**config.mk**
```make
export PLATFORM = sky130hd
export DESIGN_NAME = gpio_irq_bank
export DESIGN_NICKNAME = d
export VERILOG_FILES = /design/src/rtl/gpio_pkg.sv /design/src/rtl/gpio_debounce.sv /design/src/rtl/gpio_irq_bank.sv
export SDC_FILE = /design/constraint.sdc
export NUM_CORES = 1
export LEC_CHECK = 0
export ABC_AREA = 1
export CAP_MARGIN = 20
export CORE_ASPECT_RATIO = 1.5
export CORE_MARGIN = 1
export CORE_UTILIZATION = 25
export DETAILED_ROUTE_END_ITERATION = 7
export MAX_ROUTING_LAYER = met4
export PLACE_DENSITY = 0.47
export SYNTH_ARGS = -nofsm -noshare
export SYNTH_HDL_FRONTEND = slang
export SYNTH_SLANG_ARGS = --single-unit
```
**constraint.sdc**
```tcl
create_clock -name clk_100M -period 3.9 [get_ports clk_100M]
set_input_delay 0.975 -clock clk_100M [delete_from_list [all_inputs] [get_ports clk_100M]]
set_output_delay 0.975 -clock clk_100M [all_outputs]
set_load 0.01 [all_outputs]
```
**src/rtl/gpio_pkg.sv**
```systemverilog
// ---------------------------------------------------------------------------
// gpio_pkg
// Shared definitions for the GPIO interrupt bank: register indices within the
// 8-word window, the maximum channel count, and byte-lane write helpers.
// ---------------------------------------------------------------------------
package gpio_pkg;

  localparam int MAX_WIDTH = 32;

  localparam logic [2:0] REG_DATA_IN  = 3'd0;
  localparam logic [2:0] REG_DATA_OUT = 3'd1;
  localparam logic [2:0] REG_IRQ_EN   = 3'd2;
  localparam logic [2:0] REG_RISE_EN  = 3'd3;
  localparam logic [2:0] REG_FALL_EN  = 3'd4;
  localparam logic [2:0] REG_PENDING  = 3'd5;
  localparam logic [2:0] REG_DB_DIV   = 3'd6;

  // Expands the 4 byte enables into a 32-bit bit mask.
  function automatic logic [31:0] laneMask(input logic [3:0] we);
    return {{8{we[3]}}, {8{we[2]}}, {8{we[1]}}, {8{we[0]}}};
  endfunction

  // Replaces only the enabled byte lanes of an existing register value.
  function automatic logic [31:0] byteMerge(input logic [31:0] oldVal,
                                            input logic [31:0] data,
                                            input logic [3:0]  we);
    return (oldVal & ~laneMask(we)) | (data & laneMask(we));
  endfunction

endpackage

```
**src/rtl/gpio_debounce.sv**
```systemverilog
// ---------------------------------------------------------------------------
// gpio_debounce
// One input channel: synchroniser chain, tick-driven debounce counter,
// debounced level and single-cycle rise/fall strobes.
// Ports:
//   clk_100M  in   clock
//   rst       in   synchronous active-high reset
//   i_tick    in   debounce sample strobe from the shared prescaler
//   i_in      in   raw asynchronous pin
//   o_q       out  debounced level
//   o_rise    out  one-cycle pulse when o_q goes 0->1
//   o_fall    out  one-cycle pulse when o_q goes 1->0
// ---------------------------------------------------------------------------
module gpio_debounce #(
  parameter int SYNC_STAGES = 2,
  parameter int SAMPLES     = 4
) (
  input  logic clk_100M,
  input  logic rst,
  input  logic i_tick,
  input  logic i_in,
  output logic o_q,
  output logic o_rise,
  output logic o_fall
);

  logic [SYNC_STAGES-1:0] r_sync;
  logic [3:0]             r_count;
  logic                   r_q;
  logic                   r_qDly;
  logic                   w_s;

  assign w_s = r_sync[SYNC_STAGES-1];

  // A new level is accepted only after SAMPLES consecutive ticks in which the
  // synchronised input disagrees with the current level; any agreeing tick
  // restarts the count, so short glitches never reach o_q.
  always_ff @(posedge clk_100M) begin
    if (rst) begin
      r_sync  <= '0;
      r_count <= '0;
      r_q     <= 1'b0;
      r_qDly  <= 1'b0;
    end else begin
      r_sync <= {r_sync[SYNC_STAGES-2:0], i_in};
      r_qDly <= r_q;
      if (i_tick) begin
        if (w_s == r_q) begin
          r_count <= '0;
        end else if (r_count == 4'(SAMPLES - 1)) begin
          r_q     <= w_s;
          r_count <= '0;
        end else begin
          r_count <= r_count + 4'd1;
        end
      end
    end
  end

  assign o_q    = r_q;
  assign o_rise = r_q & ~r_qDly;
  assign o_fall = ~r_q & r_qDly;

endmodule

```
**src/rtl/gpio_irq_bank.sv**
```systemverilog
// ---------------------------------------------------------------------------
// gpio_irq_bank
// GPIO bank on the 8-bit-address peripheral bus: debounced inputs, output
// latch, per-channel rise/fall interrupt pending bits (write-1-to-clear) and
// a single registered interrupt line.
// Ports:
//   clk_100M   in   clock
//   rst        in   synchronous active-high reset
//   i_pin_in   in   raw asynchronous inputs [WIDTH]
//   o_pin_out  out  DATA_OUT[WIDTH-1:0]
//   i_addr     in   byte address; window hit on addr[7:5]==BASE[5:3], index addr[4:2]
//   i_din      in   write data
//   i_we       in   byte write enables
//   i_en       in   bus strobe, qualifies writes
//   o_dout     out  registered read data (1-cycle latency, 0 on miss)
//   o_irq      out  registered OR of enabled pending bits
// ---------------------------------------------------------------------------
module gpio_irq_bank
  import gpio_pkg::*;
#(
  parameter int         WIDTH       = 16,
  parameter logic [5:0] BASE        = 6'h10,
  parameter int         SYNC_STAGES = 2,
  parameter int         SAMPLES     = 4,
  parameter int         DB_BITS     = 16
) (
  input  logic              clk_100M,
  input  logic              rst,
  input  logic [WIDTH-1:0]  i_pin_in,
  output logic [WIDTH-1:0]  o_pin_out,
  input  logic [7:0]        i_addr,
  input  logic [31:0]       i_din,
  input  logic [3:0]        i_we,
  input  logic              i_en,
  output logic [31:0]       o_dout,
  output logic              o_irq
);

  // Channel registers are kept 32 bits wide; bits at or above WIDTH are
  // forced to zero on every write so they read back as 0.
  localparam logic [31:0] CH_MASK = (WIDTH >= MAX_WIDTH) ? 32'hFFFF_FFFF
                                                         : ((32'd1 << WIDTH) - 32'd1);

  logic [31:0]        r_dataOut;
  logic [31:0]        r_irqEn;
  logic [31:0]        r_riseEn;
  logic [31:0]        r_fallEn;
  logic [31:0]        r_pending;
  logic [DB_BITS-1:0] r_dbDiv;
  logic [DB_BITS-1:0] r_presc;
  logic [31:0]        r_dout;
  logic               r_irq;

  logic               w_hit;
  logic [2:0]         w_idx;
  logic               w_wr;
  logic               w_tick;
  logic [WIDTH-1:0]   w_q;
  logic [WIDTH-1:0]   w_rise;
  logic [WIDTH-1:0]   w_fall;
  logic [31:0]        w_set;
  logic [31:0]        w_clr;
  logic [31:0]        w_dbMerge;
  logic [DB_BITS-1:0] w_dbDivNext;
  logic               w_unused;

  assign w_hit       = (i_addr[7:5] == BASE[5:3]);
  assign w_idx       = i_addr[4:2];
  assign w_wr        = i_en & w_hit;
  assign w_tick      = (r_presc == '0);
  assign w_dbMerge   = byteMerge(32'(r_dbDiv), i_din, i_we);
  assign w_dbDivNext = w_dbMerge[DB_BITS-1:0];
  assign w_set       = 32'((w_rise & r_riseEn[WIDTH-1:0]) | (w_fall & r_fallEn[WIDTH-1:0]));
  assign w_clr       = (w_wr && (w_idx == REG_PENDING)) ? (i_din & laneMask(i_we)) : 32'h0;
  assign w_unused    = ^{i_addr[1:0], w_dbMerge};

  for (genvar gi = 0; gi < WIDTH; gi++) begin : g_ch
    gpio_debounce #(
      .SYNC_STAGES (SYNC_STAGES),
      .SAMPLES     (SAMPLES)
    ) u_db (
      .clk_100M (clk_100M),
      .rst      (rst),
      .i_tick   (w_tick),
      .i_in     (i_pin_in[gi]),
      .o_q      (w_q[gi]),
      .o_rise   (w_rise[gi]),
      .o_fall   (w_fall[gi])
    );
  end

  // A DB_DIV write restarts the prescaler from the new value so a new rate
  // takes effect without waiting out a long old period.
  always_ff @(posedge clk_100M) begin
    if (rst) begin
      r_presc <= '0;
    end else if (w_wr && (w_idx == REG_DB_DIV)) begin
      r_presc <= w_dbDivNext;
    end else if (w_tick) begin
      r_presc <= r_dbDiv;
    end else begin
      r_presc <= r_presc - DB_BITS'(1);
    end
  end

  always_ff @(posedge clk_100M) begin
    if (rst) begin
      r_dataOut <= '0;
      r_irqEn   <= '0;
      r_riseEn  <= '0;
      r_fallEn  <= '0;
      r_dbDiv   <= '0;
    end else if (w_wr) begin
      case (w_idx)
        REG_DATA_OUT: r_dataOut <= byteMerge(r_dataOut, i_din, i_we) & CH_MASK;
        REG_IRQ_EN:   r_irqEn   <= byteMerge(r_irqEn,   i_din, i_we) & CH_MASK;
        REG_RISE_EN:  r_riseEn  <= byteMerge(r_riseEn,  i_din, i_we) & CH_MASK;
        REG_FALL_EN:  r_fallEn  <= byteMerge(r_fallEn,  i_din, i_we) & CH_MASK;
        REG_DB_DIV:   r_dbDiv   <= w_dbDivNext;
        default: ;
      endcase
    end
  end

  // Clearing happens before setting, so an edge arriving in the same cycle
  // as a write-1-to-clear leaves the bit set.
  always_ff @(posedge clk_100M) begin
    if (rst) begin
      r_pending <= '0;
      r_irq     <= 1'b0;
    end else begin
      r_pending <= (r_pending & ~w_clr) | w_set;
      r_irq     <= |(r_pending & r_irqEn);
    end
  end

  always_ff @(posedge clk_100M) begin
    if (rst || !w_hit) begin
      r_dout <= '0;
    end else begin
      case (w_idx)
        REG_DATA_IN:  r_dout <= 32'(w_q);
        REG_DATA_OUT: r_dout <= r_dataOut;
        REG_IRQ_EN:   r_dout <= r_irqEn;
        REG_RISE_EN:  r_dout <= r_riseEn;
        REG_FALL_EN:  r_dout <= r_fallEn;
        REG_PENDING:  r_dout <= r_pending;
        REG_DB_DIV:   r_dout <= 32'(r_dbDiv);
        default:      r_dout <= '0;
      endcase
    end
  end

  assign o_pin_out = r_dataOut[WIDTH-1:0];
  assign o_dout    = r_dout;
  assign o_irq     = r_irq;

endmodule
```
# Word-level counts from Yosys, hierarchy flattened
# Index checks and enable logic that the tools add are counted.
# word_totals
romBits	0
input_bits	63
register_bits	289
latchBits	0
mem_count	0
word_cells	293
ramBits	0
out_inout_bits	49
# classes
eq_ne	39
n_mul	0
n_addsub	17
reduce_logical	28
div	0
n_shift	0
n_bitwise	100
muxes	36
n_lt_le_gt_ge	0
# ops
cell	n
case mux 32 bit (7 select lines)	1
2-to-1 mux 4 bit	32
bitwise AND 16 bit	7
bitwise OR 16 bit	6
adder 4 x 1 -> 4 bit (second input constant)	16
bitwise AND 32 bit	2
equality test 4 x 2 -> 1 bit (second input constant)	16
NOT 1 bit	48
AND reduction 3 bit	16
bitwise AND 1 bit	33
bitwise AND 32 x 16 -> 32 bit	1
2-to-1 mux 16 bit	2
2-to-1 mux 32 bit	1
NOT 32 bit	1
bitwise OR 32 x 16 -> 32 bit	1
OR reduction 32 bit	1
equality test 1 bit	16
logical NOT 16 bit	1
NOT 16 bit	1
subtractor 16 x 1 -> 16 bit (second input constant)	1
AND reduction 2 bit	5
equality test 3 x 2 -> 1 bit (second input constant)	3
equality test 3 bit (second input constant)	3
equality test 3 x 1 -> 1 bit (second input constant)	1
other kinds (4)	5

# Depth between registers and ports, before layout
# depth
depth_word	7
ltp_mapped	11
mapped_depth_nobuf	9

# Cells and area by module
# Synthesis repeated with hierarchy kept, for this count alone.
# hier_totals
cells_unflattened	1740
area_unflattened_um2	12911.1
# modules_own_cells
module	instances	seq_area_each_um2	area_per_inst_um2	cells_per_inst
gpio_irq_bank	1	3223.1	7105.6	956
gpio_debounce	16	160.2	362.8	49

# Worst setup path before layout
# No wires, ideal clock.
# synth_timing
kind	input to register
start	input port i_addr[2]
end	register (tool-made name)
t_required_ns	3.781
arrival_time_ns	1.986
setup_ns	0.119
path_slack_ns	1.794
stages	8
path_buffers	2
cell_sequence	buf_4 > nor2_1 > nand2_1 > inv_1 > nand3_1 > buf_2 > o21ai_0 > a21oi_1
# synth_lines
item	line_no	text
start: declaration	gpio_irq_bank.sv:31	input logic [7:0] i_addr,

==> impl_summary.log <==
INFO  metric mostFrequentLayoutCell = sky130_fd_sc_hd__dfxtp_1
INFO  metric crit_arrival = between 2 and 3 ns
INFO  metric totalNegativeSetupSlack = 0 ns
INFO  metric cts-htree-levels = 1
INFO  metric placeable_core_region = between 0.04 and 0.05 mm²
INFO  metric critical_path_class = input port to register
INFO  metric start_util = 0.255
INFO  metric ctsHoldBuffers = 0
INFO  metric number_of_buffers_inserted_by_port_buffering = between 100 and 150
INFO  metric netlist_instances = between 1500 and 2000
INFO  metric num_rows = around 100
INFO  metric cp-end-kind = register
INFO  metric final.setup_skew = approximately 0.015 ns
INFO  metric post-cts-setup-buffer-count = 0
INFO  metric yosys_register_bits = between 200 and 300
INFO  metric clk_root_buffer_cell = sky130_fd_sc_hd__clkbuf_16
INFO  metric wl_per_cell = about 14 µm
INFO  metric grt_pass1_vias = roughly 10000
INFO  metric timing.final.hold_violations = 0
INFO  metric yosysSeqAreaShare = 0.475
INFO  metric max_freq = slightly below 0.4 GHz
INFO  metric drive_above_1_share = 0.0610
INFO  metric nets = approximately 1800
INFO  metric maxCapViolations = 0
INFO  metric insertion_delay = approximately 0.57 ns
INFO  metric synth.net_count = between 1500 and 2000
INFO  metric finalCritPeriodShare = 0.654
INFO  metric outcome = finished, final reports clean
INFO  metric class_of_the_worst_hold_path = register to register
INFO  metric tritoncts = built
INFO  metric postCtsResizedCells = 0
INFO  metric drt_drc_violations_left = 0
INFO  metric die_h = ~270 µm
INFO  metric num_io_pins = approximately 110
INFO  metric powerDensity = between 400 and 500 mW/mm²
INFO  metric worst_setup_hold_path_clk_slew = 0.06 ns
INFO  metric syn_area_per_cell = between 7 and 8 µm²
INFO  metric area_delta_synth_final = 22.4%
INFO  metric crit_required = roughly 4.3 ns
INFO  metric grt_start_max_net_pins = 110
INFO  metric setup.worst_path.start_class = input port
INFO  metric post-dp-hpwl = approximately 24000 µm
INFO  metric floorplan.die.width = around 180 µm
INFO  metric peakVddDrop = just under 0.3 mV
INFO  metric antenna_found_initial = 0
INFO  metric gp_routability_congestion = roughly 0.82
INFO  metric fin_util = 0.312
INFO  metric via_per_inst = 4.53
INFO  metric global_router_s_overall_resource_usage = 0.140
INFO  metric num_vias = about 11000
INFO  metric most-common-layout-cells = 289 x sky130_fd_sc_hd__dfxtp_1, 275 x sky130_fd_sc_hd__nor2_1, 242 x sky130_fd_sc_hd__inv_1
INFO  metric maxSlewHeadroom = 0.433
INFO  metric setup_violations = 0
INFO  metric clockBufferDepth = 3
INFO  metric cts_made_buffers = 30
INFO  metric synthDistinctLibCells = 31
INFO  metric critical_path.max_fanout = 16
INFO  metric antenna-diode-count = 0
INFO  metric grt_setup_unrepaired = false
INFO  metric final_period_minus_worst_setup_slack = ~2.6 ns
INFO  metric netlist_area_before_placement = about 0.012 mm²
INFO  metric tightestPinTransition = 0.849 ns
INFO  metric clock_sinks = 289
INFO  metric postRouteWirelength = 33900 µm
INFO  metric overall_overflow_remaining_after_global_route = 0
INFO  metric timing.final.max_slew_violations = 0
INFO  metric yosys_warnings = 0
INFO  metric grt_pass1_wl = 54300 µm
INFO  metric initialDrtViolationCount = between 600 and 700
INFO  metric drtPass1Iterations = 5
INFO  metric postRouteAntennaNets = 0
INFO  metric leakagePower = 5.64 nW
INFO  metric die_area = ~0.050 mm²
==> kinds of logic after synthesis <==
group	share of synthesized area
flip-flops	0.475
XOR/XNOR	0.0367
AND/OR/NAND/NOR	0.204
adder cells (fa/ha/maj)	0.0185
AO/OA/AOI/OAI	0.164
buffers and inverters	0.101
==> routing by layer <==
metal  track usage  vias up  share of wire
li1              -     5451              -
met1         0.162     4908           0.43
met2         0.249      267           0.50
met3        0.0181       50          0.046
met4        0.0464        0          0.024
met5             -        -              0
==> final timing paths <==
check	from	depth (start not counted)	slack, ns	endpoint
min	g_ch[14].u_db.r_sync[0]	2	0.40	g_ch[14].u_db.r_sync[1]
max	i_addr[3]	6	1.35	register
min reg2reg	g_ch[14].u_db.r_sync[0]	2	0.40	g_ch[14].u_db.r_sync[1]
max reg2reg	r_presc[0]	10	1.47	g_ch[1].u_db.r_count[3]
==> final cells by class <==
class | count | area (µm²)
repair buffers | 129 | 1280
clock inverters | 7 | 91.3
well taps | 600 | 751
fillers | 5121 | 32900
clock buffers | 43 | 911
multi-input cells | 1039 | 5150
flip-flops and latches | 289 | 5790
inverters | 248 | 931
==> where the power goes <==
part	internal (mW)	switching, mW
clock network	1.74	1.20
registers	3.12	0.141
logic	0.432	0.800
==> cell usage after synthesis <==
cell / instances / area share
sky130_fd_sc_hd__dfxtp_1: 289 / 0.48
sky130_fd_sc_hd__nor2_1: 275 / 0.085
sky130_fd_sc_hd__inv_1: 243 / 0.075
sky130_fd_sc_hd__nand2_1: 202 / 0.062
sky130_fd_sc_hd__a21oi_1: 146 / 0.060
sky130_fd_sc_hd__o21ai_0: 127 / 0.052
sky130_fd_sc_hd__nand3_1: 85 / 0.035
sky130_fd_sc_hd__o22ai_1: 55 / 0.028
sky130_fd_sc_hd__xor2_1: 41 / 0.029
sky130_fd_sc_hd__clkbuf_1: 38 / 0.012
sky130_fd_sc_hd__ha_1: 18 / 0.019
sky130_fd_sc_hd__buf_2: 17 / 0.0070
sky130_fd_sc_hd__nor3_1: 17 / 0.0070
sky130_fd_sc_hd__a31o_2: 16 / 0.012
sky130_fd_sc_hd__a31oi_1: 16 / 0.0082
sky130_fd_sc_hd__o21ai_1: 10 / 0.0041
sky130_fd_sc_hd__xnor2_1: 10 / 0.0072
sky130_fd_sc_hd__buf_1: 7 / 0.0022
sky130_fd_sc_hd__inv_2: 5 / 0.0015
sky130_fd_sc_hd__nand3_2: 5 / 0.0041
sky130_fd_sc_hd__nor2_2: 5 / 0.0026
sky130_fd_sc_hd__buf_6: 3 / 0.0028
sky130_fd_sc_hd__buf_4: 2 / 0.0012
sky130_fd_sc_hd__nand2_2: 2 / 0.0010
sky130_fd_sc_hd__nand4_1: 2 / 0.0010
sky130_fd_sc_hd__nor2_4: 2 / 0.0019
sky130_fd_sc_hd__and2_1: 1 / 0.00051
sky130_fd_sc_hd__nand2_4: 1 / 0.00093
sky130_fd_sc_hd__nand3b_1: 1 / 0.00062
sky130_fd_sc_hd__nor3_2: 1 / 0.00082
sky130_fd_sc_hd__nor3_4: 1 / 0.0013
==> stage by stage <==
step	cells	area, µm²	worst slack, ns	hold slack [ns]	power (mW)
2_1_floorplan	1643	12200	1.79	0.388	4.22
3_3_place_gp	2305	13900	0.753	0.400	4.57
3_5_place_dp	2305	13900	0.752	0.397	4.58
4_1_cts	2355	14900	1.36	0.406	7.56
5_1_grt	2355	14900	1.12	0.429	7.85
6_report	2355	14900	1.35	0.396	7.43
==> critical path: stages <==
cell,delay (ns)
sky130_fd_sc_hd__clkdlybuf4s50_1,0.56
sky130_fd_sc_hd__inv_1,0.14
sky130_fd_sc_hd__nor3_4,0.40
sky130_fd_sc_hd__nand3_1,0.51
sky130_fd_sc_hd__o21ai_0,0.34
sky130_fd_sc_hd__a21oi_1,0.06
No activity file was read; power rests on OpenSTA's default activity.
